<file path="config.mk">
export PLATFORM = sky130hd
export DESIGN_NAME = m_csr
export DESIGN_NICKNAME = d
export VERILOG_FILES = /design/src/rtl/m_csr_pkg.sv /design/src/rtl/m_csr_irq_arbiter.sv /design/src/rtl/m_csr.sv
export SDC_FILE = /design/constraint.sdc
export NUM_CORES = 1
export LEC_CHECK = 0
export CORE_MARGIN = 2
export CORE_UTILIZATION = 40
export CTS_CLUSTER_DIAMETER = 150
export DETAILED_ROUTE_END_ITERATION = 8
export PLACE_DENSITY = 0.67
export SYNTH_ARGS = -nofsm -noshare
export SYNTH_HDL_FRONTEND = slang
export SYNTH_SLANG_ARGS = --single-unit
</file>
<file path="constraint.sdc">
create_clock -name clk -period 13.7 [get_ports clk]
set_input_delay 2.74 -clock clk [delete_from_list [all_inputs] [get_ports clk]]
set_output_delay 2.74 -clock clk [all_outputs]
set_load 0.03 [all_outputs]
</file>
<file path="src/rtl/m_csr_pkg.sv">
// Shared types and constants for the m_csr CSR file and trap controller.
package m_csr_pkg;

  typedef struct packed {
    logic addr_valid;
  } lsu_to_csr_ctrl_t;

  typedef struct packed {
    logic [31:0] fault_addr;
  } lsu_to_csr_data_t;

  typedef struct packed {
    logic [31:0] satp;
    logic        mprv;
    logic [1:0]  mpp;
    logic        sum;
    logic        mxr;
  } csr_to_lsu_data_t;

  localparam logic [1:0] PRIV_U = 2'b00;
  localparam logic [1:0] PRIV_S = 2'b01;
  localparam logic [1:0] PRIV_M = 2'b11;

  localparam logic [11:0] CSR_SSTATUS  = 12'h100;
  localparam logic [11:0] CSR_SIE      = 12'h104;
  localparam logic [11:0] CSR_STVEC    = 12'h105;
  localparam logic [11:0] CSR_SSCRATCH = 12'h140;
  localparam logic [11:0] CSR_SEPC     = 12'h141;
  localparam logic [11:0] CSR_SCAUSE   = 12'h142;
  localparam logic [11:0] CSR_STVAL    = 12'h143;
  localparam logic [11:0] CSR_SIP      = 12'h144;
  localparam logic [11:0] CSR_SATP     = 12'h180;
  localparam logic [11:0] CSR_MSTATUS  = 12'h300;
  localparam logic [11:0] CSR_MISA     = 12'h301;
  localparam logic [11:0] CSR_MEDELEG  = 12'h302;
  localparam logic [11:0] CSR_MIDELEG  = 12'h303;
  localparam logic [11:0] CSR_MIE      = 12'h304;
  localparam logic [11:0] CSR_MTVEC    = 12'h305;
  localparam logic [11:0] CSR_MSCRATCH = 12'h340;
  localparam logic [11:0] CSR_MEPC     = 12'h341;
  localparam logic [11:0] CSR_MCAUSE   = 12'h342;
  localparam logic [11:0] CSR_MTVAL    = 12'h343;
  localparam logic [11:0] CSR_MIP      = 12'h344;
  localparam logic [11:0] CSR_TIME     = 12'hC01;
  localparam logic [11:0] CSR_TIMEH    = 12'hC81;
  localparam logic [11:0] CSR_MHARTID  = 12'hF14;

  localparam logic [3:0] EXC_INSTR_MISALIGN = 4'd0;
  localparam logic [3:0] EXC_INSTR_FAULT    = 4'd1;
  localparam logic [3:0] EXC_ILLEGAL        = 4'd2;
  localparam logic [3:0] EXC_BREAKPOINT     = 4'd3;
  localparam logic [3:0] EXC_LOAD_MISALIGN  = 4'd4;
  localparam logic [3:0] EXC_LOAD_FAULT     = 4'd5;
  localparam logic [3:0] EXC_STORE_MISALIGN = 4'd6;
  localparam logic [3:0] EXC_STORE_FAULT    = 4'd7;
  localparam logic [3:0] EXC_ECALL_U        = 4'd8;
  localparam logic [3:0] EXC_ECALL_S        = 4'd9;
  localparam logic [3:0] EXC_ECALL_M        = 4'd11;
  localparam logic [3:0] EXC_INSTR_PAGE     = 4'd12;
  localparam logic [3:0] EXC_LOAD_PAGE      = 4'd13;
  localparam logic [3:0] EXC_STORE_PAGE     = 4'd15;

  localparam logic [3:0] IRQ_S_SOFT  = 4'd1;
  localparam logic [3:0] IRQ_M_SOFT  = 4'd3;
  localparam logic [3:0] IRQ_S_TIMER = 4'd5;
  localparam logic [3:0] IRQ_M_TIMER = 4'd7;
  localparam logic [3:0] IRQ_S_EXT   = 4'd9;
  localparam logic [3:0] IRQ_M_EXT   = 4'd11;

  localparam logic [31:0] MISA_VAL      = 32'h4014_1105;
  localparam logic [31:0] MSTATUS_WMASK = 32'h007E_19AA;
  localparam logic [31:0] SSTATUS_MASK  = 32'h000C_0122;
  localparam logic [31:0] MIE_MASK      = 32'h0000_0AAA;
  localparam logic [31:0] S_IRQ_MASK    = 32'h0000_0222;
  localparam logic [31:0] MEDELEG_MASK  = 32'h0000_F7FF;

  localparam int unsigned MS_SIE    = 1;
  localparam int unsigned MS_MIE    = 3;
  localparam int unsigned MS_SPIE   = 5;
  localparam int unsigned MS_MPIE   = 7;
  localparam int unsigned MS_SPP    = 8;
  localparam int unsigned MS_MPP_LO = 11;
  localparam int unsigned MS_MPRV   = 17;
  localparam int unsigned MS_SUM    = 18;
  localparam int unsigned MS_MXR    = 19;

  // Only direct (00) and vectored (01) modes exist; anything else lands on direct.
  function automatic logic [31:0] tvec_legal(input logic [31:0] w);
    return {w[31:2], 1'b0, (w[1:0] == 2'b01)};
  endfunction

  // MPP=10 is a reserved privilege and is collapsed to U.
  function automatic logic [31:0] mstatus_merge(input logic [31:0] old_val,
                                                input logic [31:0] w,
                                                input logic [31:0] mask);
    logic [31:0] r;
    r = (old_val & ~mask) | (w & mask);
    if (r[12:11] == 2'b10) r[12:11] = 2'b00;
    return r;
  endfunction

endpackage

</file>
<file path="src/rtl/m_csr_irq_arbiter.sv">
// Interrupt pending/enable/delegation qualification and fixed-priority cause selection.
module csr_irq_arbiter import m_csr_pkg::*; (
  input  logic [11:0] mip,
  input  logic [11:0] mie,
  input  logic [11:0] mideleg,
  input  logic [1:0]  priv,
  input  logic        m_ie,
  input  logic        s_ie,
  output logic        irq_pending,
  output logic [3:0]  irq_cause
);

  logic [11:0] active;
  logic [11:0] m_irq;
  logic [11:0] s_irq;
  logic [11:0] any_irq;
  logic        m_glob;
  logic        s_glob;

  assign active  = mip & mie;
  assign m_glob  = (priv != PRIV_M) | m_ie;
  assign s_glob  = (priv == PRIV_U) | ((priv == PRIV_S) & s_ie);
  assign m_irq   = active & ~mideleg & {12{m_glob}};
  assign s_irq   = active & mideleg & {12{s_glob}};
  assign any_irq = m_irq | s_irq;

  assign irq_pending = |any_irq;

  always_comb begin
    irq_cause = 4'd0;
    if      (any_irq[IRQ_M_EXT])   irq_cause = IRQ_M_EXT;
    else if (any_irq[IRQ_M_SOFT])  irq_cause = IRQ_M_SOFT;
    else if (any_irq[IRQ_M_TIMER]) irq_cause = IRQ_M_TIMER;
    else if (any_irq[IRQ_S_EXT])   irq_cause = IRQ_S_EXT;
    else if (any_irq[IRQ_S_SOFT])  irq_cause = IRQ_S_SOFT;
    else if (any_irq[IRQ_S_TIMER]) irq_cause = IRQ_S_TIMER;
  end

endmodule

</file>
<file path="src/rtl/m_csr.sv">
// M/S CSR file and trap controller: Zicsr access, traps, xRET, fetch redirect.
module m_csr import m_csr_pkg::*; (
  input  logic             clk,
  input  logic             rst,
  input  logic [1:0]       csr_ops_in,
  input  logic [2:0]       sys_ops_in,
  input  logic             exc_req_in,
  input  logic [3:0]       exc_code_in,
  input  logic             irq_req_in,
  input  logic             csr_rd_req_in,
  input  logic             csr_wr_req_in,
  input  logic             fence_i_req_in,
  input  logic [11:0]      csr_addr_in,
  input  logic [31:0]      csr_wdata_in,
  input  logic [31:0]      pc_in,
  input  logic [31:0]      instr_in,
  input  logic             instr_flushed_in,
  input  logic             pipe_stall_in,
  input  logic [31:0]      timer_val_low_in,
  input  logic [31:0]      timer_val_high_in,
  input  logic [31:0]      csr_mhartid_in,
  input  logic [1:0]       ext_irq_in,
  input  logic             timer_irq_in,
  input  logic             soft_irq_in,
  input  logic             uart_irq_in,
  input  lsu_to_csr_ctrl_t LSU_to_CSR_ctrl_in,
  input  lsu_to_csr_data_t LSU_to_CSR_data_in,
  output logic [31:0]      out,
  output logic [31:0]      csr_rdata_o,
  output logic             new_pc_req_o,
  output logic [31:0]      pc_new_o,
  output logic             irq_flush_lsu_o,
  output logic             wfi_req_o,
  output logic             csr_read_req_o,
  output logic [1:0]       priv_mode_o,
  output logic             irq_req_o,
  output csr_to_lsu_data_t CSR_to_LSU_data_out,
  output logic [31:0]      mcause_o,
  output logic [31:0]      mepc_o,
  output logic [31:0]      mtval_o
);

  logic [1:0]  priv;
  logic [31:0] mstatus, medeleg, mideleg, mie, mtvec, mscratch, mepc, mcause, mtval;
  logic [31:0] stvec, sscratch, sepc, scause, stval, satp;
  logic        ssip;
  logic [31:0] mip_rd, wval, tval, tvec_sel;
  logic        hit, commit, trap, trap_irq, deleg, irq_pend;
  logic        is_mret, is_sret, do_write;
  logic [3:0]  irq_cause, trap_code;
  logic        unused_addr_valid;

  assign unused_addr_valid = LSU_to_CSR_ctrl_in.addr_valid;

  always_comb begin
    mip_rd     = '0;
    mip_rd[1]  = ssip;
    mip_rd[3]  = soft_irq_in;
    mip_rd[7]  = timer_irq_in;
    mip_rd[9]  = ext_irq_in[1];
    mip_rd[11] = ext_irq_in[0] | uart_irq_in;
  end

  csr_irq_arbiter u_irq_arbiter (
    .mip         (mip_rd[11:0]),
    .mie         (mie[11:0]),
    .mideleg     (mideleg[11:0]),
    .priv        (priv),
    .m_ie        (mstatus[MS_MIE]),
    .s_ie        (mstatus[MS_SIE]),
    .irq_pending (irq_pend),
    .irq_cause   (irq_cause)
  );

  always_comb begin
    csr_rdata_o = '0;
    hit         = 1'b1;
    case (csr_addr_in)
      CSR_SSTATUS:  csr_rdata_o = mstatus & SSTATUS_MASK;
      CSR_SIE:      csr_rdata_o = mie & S_IRQ_MASK;
      CSR_STVEC:    csr_rdata_o = stvec;
      CSR_SSCRATCH: csr_rdata_o = sscratch;
      CSR_SEPC:     csr_rdata_o = sepc;
      CSR_SCAUSE:   csr_rdata_o = scause;
      CSR_STVAL:    csr_rdata_o = stval;
      CSR_SIP:      csr_rdata_o = mip_rd & S_IRQ_MASK;
      CSR_SATP:     csr_rdata_o = satp;
      CSR_MSTATUS:  csr_rdata_o = mstatus;
      CSR_MISA:     csr_rdata_o = MISA_VAL;
      CSR_MEDELEG:  csr_rdata_o = medeleg;
      CSR_MIDELEG:  csr_rdata_o = mideleg;
      CSR_MIE:      csr_rdata_o = mie;
      CSR_MTVEC:    csr_rdata_o = mtvec;
      CSR_MSCRATCH: csr_rdata_o = mscratch;
      CSR_MEPC:     csr_rdata_o = mepc;
      CSR_MCAUSE:   csr_rdata_o = mcause;
      CSR_MTVAL:    csr_rdata_o = mtval;
      CSR_MIP:      csr_rdata_o = mip_rd;
      CSR_TIME:     csr_rdata_o = timer_val_low_in;
      CSR_TIMEH:    csr_rdata_o = timer_val_high_in;
      CSR_MHARTID:  csr_rdata_o = csr_mhartid_in;
      default:      hit = 1'b0;
    endcase
  end

  always_comb begin
    case (csr_ops_in)
      2'b10:   wval = csr_rdata_o | csr_wdata_in;
      2'b11:   wval = csr_rdata_o & ~csr_wdata_in;
      default: wval = csr_wdata_in;
    endcase
  end

  // An exception outranks a simultaneously accepted interrupt.
  assign commit    = ~instr_flushed_in & ~pipe_stall_in;
  assign trap_irq  = ~exc_req_in & irq_req_in & irq_pend;
  assign trap      = exc_req_in | trap_irq;
  assign trap_code = exc_req_in ? exc_code_in : irq_cause;
  assign deleg     = (priv != PRIV_M) & (trap_irq ? mideleg[trap_code] : medeleg[trap_code]);
  assign tvec_sel  = deleg ? stvec : mtvec;
  assign is_mret   = (sys_ops_in == 3'b001);
  assign is_sret   = (sys_ops_in == 3'b010);
  assign do_write  = csr_wr_req_in & (csr_ops_in != 2'b00) & ~trap & ~is_mret & ~is_sret
                     & ~fence_i_req_in;

  always_comb begin
    tval = '0;
    if (!trap_irq) begin
      case (exc_code_in)
        EXC_INSTR_MISALIGN, EXC_INSTR_FAULT, EXC_BREAKPOINT, EXC_INSTR_PAGE: tval = pc_in;
        EXC_ILLEGAL: tval = instr_in;
        EXC_LOAD_MISALIGN, EXC_LOAD_FAULT, EXC_STORE_MISALIGN, EXC_STORE_FAULT,
        EXC_LOAD_PAGE, EXC_STORE_PAGE: tval = LSU_to_CSR_data_in.fault_addr;
        default: tval = '0;
      endcase
    end
  end

  always_comb begin
    new_pc_req_o = 1'b1;
    pc_new_o     = '0;
    if (trap)
      pc_new_o = {tvec_sel[31:2], 2'b00}
               + ((trap_irq && tvec_sel[0]) ? {26'd0, trap_code, 2'b00} : 32'd0);
    else if (is_mret)        pc_new_o = mepc;
    else if (is_sret)        pc_new_o = sepc;
    else if (fence_i_req_in) pc_new_o = pc_in + 32'd4;
    else                     new_pc_req_o = 1'b0;
  end

  always_ff @(posedge clk or posedge rst) begin
    if (rst) begin
      priv     <= PRIV_M;
      mstatus  <= '0; medeleg <= '0; mideleg <= '0; mie <= '0; mtvec <= '0;
      mscratch <= '0; mepc <= '0; mcause <= '0; mtval <= '0; ssip <= 1'b0;
      stvec    <= '0; sscratch <= '0; sepc <= '0; scause <= '0; stval <= '0; satp <= '0;
    end else if (commit) begin
      if (trap) begin
        if (deleg) begin
          sepc              <= {pc_in[31:1], 1'b0};
          scause            <= {trap_irq, 27'd0, trap_code};
          stval             <= tval;
          mstatus[MS_SPIE]  <= mstatus[MS_SIE];
          mstatus[MS_SIE]   <= 1'b0;
          mstatus[MS_SPP]   <= priv[0];
          priv              <= PRIV_S;
        end else begin
          mepc                    <= {pc_in[31:1], 1'b0};
          mcause                  <= {trap_irq, 27'd0, trap_code};
          mtval                   <= tval;
          mstatus[MS_MPIE]        <= mstatus[MS_MIE];
          mstatus[MS_MIE]         <= 1'b0;
          mstatus[MS_MPP_LO +: 2] <= priv;
          priv                    <= PRIV_M;
        end
      end else if (is_mret) begin
        priv                    <= mstatus[MS_MPP_LO +: 2];
        mstatus[MS_MIE]         <= mstatus[MS_MPIE];
        mstatus[MS_MPIE]        <= 1'b1;
        mstatus[MS_MPP_LO +: 2] <= PRIV_U;
        if (mstatus[MS_MPP_LO +: 2] != PRIV_M) mstatus[MS_MPRV] <= 1'b0;
      end else if (is_sret) begin
        priv              <= {1'b0, mstatus[MS_SPP]};
        mstatus[MS_SIE]   <= mstatus[MS_SPIE];
        mstatus[MS_SPIE]  <= 1'b1;
        mstatus[MS_SPP]   <= 1'b0;
        mstatus[MS_MPRV]  <= 1'b0;
      end else if (do_write) begin
        case (csr_addr_in)
          CSR_SSTATUS:  mstatus  <= mstatus_merge(mstatus, wval, SSTATUS_MASK);
          CSR_SIE:      mie      <= (mie & ~S_IRQ_MASK) | (wval & S_IRQ_MASK);
          CSR_STVEC:    stvec    <= tvec_legal(wval);
          CSR_SSCRATCH: sscratch <= wval;
          CSR_SEPC:     sepc     <= {wval[31:1], 1'b0};
          CSR_SCAUSE:   scause   <= wval;
          CSR_STVAL:    stval    <= wval;
          CSR_SIP:      ssip     <= wval[1];
          CSR_SATP:     satp     <= wval;
          CSR_MSTATUS:  mstatus  <= mstatus_merge(mstatus, wval, MSTATUS_WMASK);
          CSR_MEDELEG:  medeleg  <= wval & MEDELEG_MASK;
          CSR_MIDELEG:  mideleg  <= wval & S_IRQ_MASK;
          CSR_MIE:      mie      <= wval & MIE_MASK;
          CSR_MTVEC:    mtvec    <= tvec_legal(wval);
          CSR_MSCRATCH: mscratch <= wval;
          CSR_MEPC:     mepc     <= {wval[31:1], 1'b0};
          CSR_MCAUSE:   mcause   <= wval;
          CSR_MTVAL:    mtval    <= wval;
          CSR_MIP:      ssip     <= wval[1];
          default: ;
        endcase
      end
    end
  end

  assign out             = mstatus;
  assign priv_mode_o     = priv;
  assign mcause_o        = mcause;
  assign mepc_o          = mepc;
  assign mtval_o         = mtval;
  assign irq_req_o       = irq_pend;
  assign irq_flush_lsu_o = trap_irq;
  assign wfi_req_o       = (sys_ops_in == 3'b011) & ~irq_pend;
  assign csr_read_req_o  = csr_rd_req_in & hit;
  assign CSR_to_LSU_data_out = {satp, mstatus[MS_MPRV], mstatus[MS_MPP_LO +: 2],
                                mstatus[MS_SUM], mstatus[MS_MXR]};

endmodule

</file>
==> tab_implementation.tex <==
\begin{tabular}{lr}
\hline
Metric & Value \\
\hline
\multicolumn{2}{l}{\textbf{Detailed routing}} \\
\quad Amount of wire on met3 after detailed routing & 20300 um \\
\quad Met2 wire len & 52500 um \\
\quad Total number of vias & 24452 \\
\quad Iteration-0 DRC Markers & 4259 \\
\quad Residual DRC & 0 \\
\quad Routed via count divided by cell count & 6.81 \\
\quad Antenna violation net count after detailed routing & 0 \\
\quad Detail-routed net length per standard cell & 36.6 um \\
\quad Wire length on met1 & 52800 um \\
\quad Top routing layer used & met5 \\
\quad Overall routed net length & 132000 um \\
\quad Detailed-routing iteration count for the pre-antenna-repair pass & 9 \\
\multicolumn{2}{l}{\textbf{Timing}} \\
\quad Aggregate negative setup slack & 0 ns \\
\quad Final Setup Violations & 0 \\
\quad Worst clock skew & 0.0285 ns \\
\quad Number of endpoints with negative hold slack in the final report & 0 \\
\quad Highest Clock Rate & 79.8 MHz \\
\quad Setup repair after global routing missed its margin & false \\
\quad Total count of max-transition violations in the final report & 0 \\
\quad Worst-case headroom to the max-slew limit & 0.0700 \\
\quad Least-Margin Pin Slew & 1.39 ns \\
\quad Ratio of final minimum period to clock period & 0.915 \\
\quad Time the worst path needs with I/O delays and setup & 12.53 ns \\
\multicolumn{2}{l}{\textbf{Floorplan}} \\
\quad Die Ht & 243 um \\
\quad Die Area & 58900 um2 \\
\quad Initial Utilization & 0.404 \\
\quad Site row count & 87 \\
\quad Number of top-level pins & 496 \\
\quad Die outline width & 243 um \\
\quad Core outline area & 56400 um2 \\
\multicolumn{2}{l}{\textbf{Power}} \\
\quad Combinational power share & 0.251 \\
\quad Net switching power of the design & 0.00141 W \\
\quad Relative contribution of the clock network to total power & 0.343 \\
\quad IR Drop Worst-Case VDD & 0.0990 mV \\
\quad Switching fraction of total power & 0.362 \\
\quad Reg power frac & 0.405 \\
\quad Power Dens Cells & 130 nW/um2 \\
\quad Internal cell power & 0.00248 W \\
\quad Leakage Power & 12.7 nW \\
\multicolumn{2}{l}{\textbf{Layout}} \\
\quad Non-Filler Instances & 3593 \\
\quad Final layout net count & 3066 \\
\quad Area growth from synthesis to layout & 31.4\% \\
\quad Share of layout cells above drive strength 1 & 0.134 \\
\quad Count of fill cells added during filler insertion & 5134 \\
\multicolumn{2}{l}{\textbf{Yosys}} \\
\quad Commonest register cell after synthesis & sky130\_fd\_sc\_hd\_\_dfrtp\_1 \\
\quad Sequential share of the synthesized area & 0.426 \\
\quad Post-synth EDFFs & 0 \\
\quad Cell type with the largest total area after synthesis & sky130\_fd\_sc\_hd\_\_dfrtp\_1 \\
\quad Top cells by area in the synthesized netlist & sky130\_fd\_sc\_hd\_\_dfrtp\_1 42\%, sky130\_fd\_sc\_hd\_\_mux2\_2 7.7\%, sky130\_fd\_sc\_hd\_\_nand2\_1 4.0\% \\
\quad Mean instance size in the synthesized netlist & 9.54 um2 \\
\quad Syn Inst Count & 2390 \\
\quad Async SR Flop Fraction & 1.00 \\
\quad Share of Yosys cell area claimed by the top area cell type & 0.424 \\
\quad FF+latch count, synth & 388 \\
\quad Yosys cell types & 101 \\
\quad Total of warnings raised by yosys & 0 \\
\quad Area of the mapped netlist & 22800 um2 \\
\multicolumn{2}{l}{\textbf{Clock network}} \\
\quad Post-CTS setup-driven buffer insertion count & 0 \\
\quad Total clock buffers created by CTS & 45 \\
\quad Maximum clock path buffer count & 3 \\
\quad Post-cts hold buffer count & 0 \\
\quad Clock latency at the later pin of the worst-skew pair & 0.63 ns \\
\quad Clock-pin slew on the worst setup and hold paths & 0.06 ns \\
\quad Library cell used as clock root buffer & sky130\_fd\_sc\_hd\_\_clkbuf\_16 \\
\quad \# clock sinks & 388 \\
\quad CTS tree & done \\
\quad CTS H-tree lvls & 2 \\
\quad Post-cts repair resize count & 0 \\
\multicolumn{2}{l}{\textbf{Global routing}} \\
\quad Tot GR Track Use & 0.432 \\
\quad Overflow left after global routing & 0 \\
\quad Number of antenna violations at the first check in global routing & 7 \\
\quad First-pass GRT wire length & 180000 um \\
\quad Via count of the first global-routing pass & 22886 \\
\quad Maximum number of pins on one net before global-route repair & 148 \\
\multicolumn{2}{l}{\textbf{Status}} \\
\quad Status & complete, no violations \\
\multicolumn{2}{l}{\textbf{Setup path}} \\
\quad Slowest CP cell & sky130\_fd\_sc\_hd\_\_clkdlybuf4s50\_1 \\
\quad Capturing point of the worst reg2reg path & mtval\_o[20]\$\_DFFE\_PP0P\_ \\
\quad Critical path peak fanout & 18 \\
\quad Launch point of the worst path & exc\_req\_in \\
\quad Reg2reg start & mie[11]\$\_DFFE\_PP0P\_ \\
\quad Most used cell, CP & sky130\_fd\_sc\_hd\_\_nor2\_1 \\
\quad Setup crit start kind & input port \\
\quad WP data required & 10.96 ns \\
\quad Critical path, cell by cell & clkdlybuf4s50\_1 > nor2\_1 > a22oi\_1 > mux2i\_1 > mux2i\_1 > a21oi\_1 > a21oi\_4 > mux2\_2 > ha\_1 > fa\_1 > a21oi\_1 > nor2\_1 > nor2\_1 > nor2\_1 > nand3\_1 > nor2\_1 > mux2\_2 > a31oi\_1 > nand4\_1 > clkdlybuf4s50\_1 \\
\quad CP arrival & 9.79 ns \\
\quad Start-to-end type of the worst setup path & input port to primary output \\
\quad Count of cells along the worst register-to-register path & 12 \\
\quad Worst setup endpoint & pc\_new\_o[26] \\
\quad Reg-to-reg setup timing slack & 8.07 ns \\
\quad CP Capture Type & primary output \\
\quad Slowest cell delay on critical path & 0.99 ns \\
\multicolumn{2}{l}{\textbf{Placed design}} \\
\quad Placer Congestion & 1.03 \\
\quad Number of placed instances, taps included & 3509 \\
\quad Input/output buffers & 474 \\
\quad Post-DP HPWL & 96700 um \\
\multicolumn{2}{l}{\textbf{Flow run}} \\
\quad Count of max-cap constraint violations & 0 \\
\multicolumn{2}{l}{\textbf{Hold path}} \\
\quad Hold Crit Class & register to register \\
\hline
\end{tabular}
## metrics by stage
stage / total power [W] / utilization / area (um2) / hold WS [ns] / worst slack (ns)
after floorplan: 0.00196 / - / 22900 / 0.449 / 0.179
after global placement: 0.00251 / 0.502 / 28300 / 0.463 / 1.37
after detailed placement: 0.00253 / 0.502 / 28300 / 0.470 / 1.37
after CTS: 0.00385 / 0.531 / 29900 / 0.484 / 1.35
after global routing: 0.00397 / 0.531 / 29900 / 0.502 / 0.907
final: 0.00389 / 0.531 / 29900 / 0.479 / 1.17
## registers in the layout, summed over array words and instances (netlist names)
register,cells
mepc_o,31
mcause_o,32
mscratch,32
mtval_o,32
out,13
scause,32
mtvec,31
mie,6
sepc,31
stval,32
satp,32
sscratch,32
stvec,31
medeleg,15
ssip,1
mideleg,3
priv_mode_o,2
## per-layer routing
| layer | track usage | vias to the layer above |
|---|---|---|
| li1 | - | 9786 |
| met1 | 0.608 | 12251 |
| met2 | 0.589 | 2043 |
| met3 | 0.175 | 364 |
| met4 | 0.161 | 8 |
| met5 | 0 | - |
## critical path, delay by kind of cell
kind	cells	cell delay, ns
compound gates	5	1.95
buf+inv	2	1.67
simple gates	7	1.34
mux	4	1.34
fa+ha+maj	2	0.69
## worst min path at each step
stage	from	to	slack (ns)	cells past startpoint
floorplan	scause[3]$_DFFE_PP0P_	scause[3]$_DFFE_PP0P_	0.45	2
global placement	scause[25]$_DFFE_PP0P_	scause[25]$_DFFE_PP0P_	0.46	2
detailed placement	sscratch[14]$_DFFE_PP0P_	sscratch[14]$_DFFE_PP0P_	0.47	2
CTS	sscratch[6]$_DFFE_PP0P_	sscratch[6]$_DFFE_PP0P_	0.48	2
global route	scause[3]$_DFFE_PP0P_	scause[3]$_DFFE_PP0P_	0.50	2
finish	mscratch[13]$_DFFE_PP0P_	mscratch[13]$_DFFE_PP0P_	0.48	2
## cells in the final DEF, fill, tap and decap left out, types with 61 or more instances in the layout
master,Yosys,final
sky130_fd_sc_hd__mux2_2,156,156
sky130_fd_sc_hd__o21ai_0,172,172
sky130_fd_sc_hd__a221oi_1,61,61
sky130_fd_sc_hd__a22oi_1,82,82
sky130_fd_sc_hd__inv_1,77,76
sky130_fd_sc_hd__a21oi_1,134,133
sky130_fd_sc_hd__a222oi_1,71,71
sky130_fd_sc_hd__dfrtp_1,386,386
sky130_fd_sc_hd__buf_4,38,72
sky130_fd_sc_hd__clkdlybuf4s50_1,0,473
sky130_fd_sc_hd__nor2_1,174,170
sky130_fd_sc_hd__mux2i_1,82,82
sky130_fd_sc_hd__nand2_1,240,237
## area by class of cell
class,count,area (um2),area share
tap,756,946,0.0316
sequential,388,9710,0.324
clock inverter,14,262,0.00873
clock buffer,69,1370,0.0456
inverter,77,297,0.00990
multi-input combinational,1741,12100,0.403
timing repair buffer,547,5300,0.177
antenna,1,2.50,0.0000836
## Yosys cell counts, types with 5 or more instances
cell type / n
sky130_fd_sc_hd__mux2i_1: 82
sky130_fd_sc_hd__a22oi_1: 82
sky130_fd_sc_hd__ha_1: 5
sky130_fd_sc_hd__nand2_1: 240
sky130_fd_sc_hd__buf_1: 5
sky130_fd_sc_hd__nor4b_1: 5
sky130_fd_sc_hd__a31o_2: 5
sky130_fd_sc_hd__a21o_1: 6
sky130_fd_sc_hd__dfrtp_1: 386
sky130_fd_sc_hd__nor2b_1: 5
sky130_fd_sc_hd__clkbuf_1: 104
sky130_fd_sc_hd__o21ai_0: 172
sky130_fd_sc_hd__nor3_1: 29
sky130_fd_sc_hd__nand3_1: 47
sky130_fd_sc_hd__and2_1: 16
sky130_fd_sc_hd__o21a_1: 7
sky130_fd_sc_hd__mux2_2: 156
sky130_fd_sc_hd__xnor2_1: 33
sky130_fd_sc_hd__a41oi_1: 8
sky130_fd_sc_hd__nor2_1: 174
sky130_fd_sc_hd__o21ai_1: 5
sky130_fd_sc_hd__xor2_1: 25
sky130_fd_sc_hd__o22ai_1: 11
sky130_fd_sc_hd__a21oi_1: 134
sky130_fd_sc_hd__a221oi_1: 61
sky130_fd_sc_hd__nor4_1: 7
sky130_fd_sc_hd__mux2_1: 17
sky130_fd_sc_hd__inv_1: 77
sky130_fd_sc_hd__a32oi_1: 6
sky130_fd_sc_hd__and3_1: 34
sky130_fd_sc_hd__buf_4: 38
sky130_fd_sc_hd__a31oi_1: 40
sky130_fd_sc_hd__a22o_1: 50
sky130_fd_sc_hd__and4_1: 9
sky130_fd_sc_hd__nand4_1: 47
sky130_fd_sc_hd__a211oi_1: 6
sky130_fd_sc_hd__nand2b_1: 6
sky130_fd_sc_hd__buf_2: 54
sky130_fd_sc_hd__a222oi_1: 71
sky130_fd_sc_hd__nand3b_1: 8
sky130_fd_sc_hd__o211ai_1: 8
## power by group through the flow
stage               sequential (W)  combinational, W  clock (W)
global route               0.00158           0.00102    0.00138
finish                     0.00158          0.000979    0.00134
floorplan                  0.00160          0.000365          0
global placement           0.00157          0.000947          0
detailed placement         0.00157          0.000959          0
CTS                        0.00155          0.000963    0.00134
## logic make-up after synthesis
group           after synthesis  share of synthesized area
mux                         255                      0.121
simple gates                670                      0.142
xor+xnor                     58                     0.0223
buf+inv                     280                     0.0557
other cells                   1                   0.000164
flops                       388                      0.426
compound gates              732                      0.228
fa+ha+maj                     6                    0.00362
(Power assumes the default switching activity.)
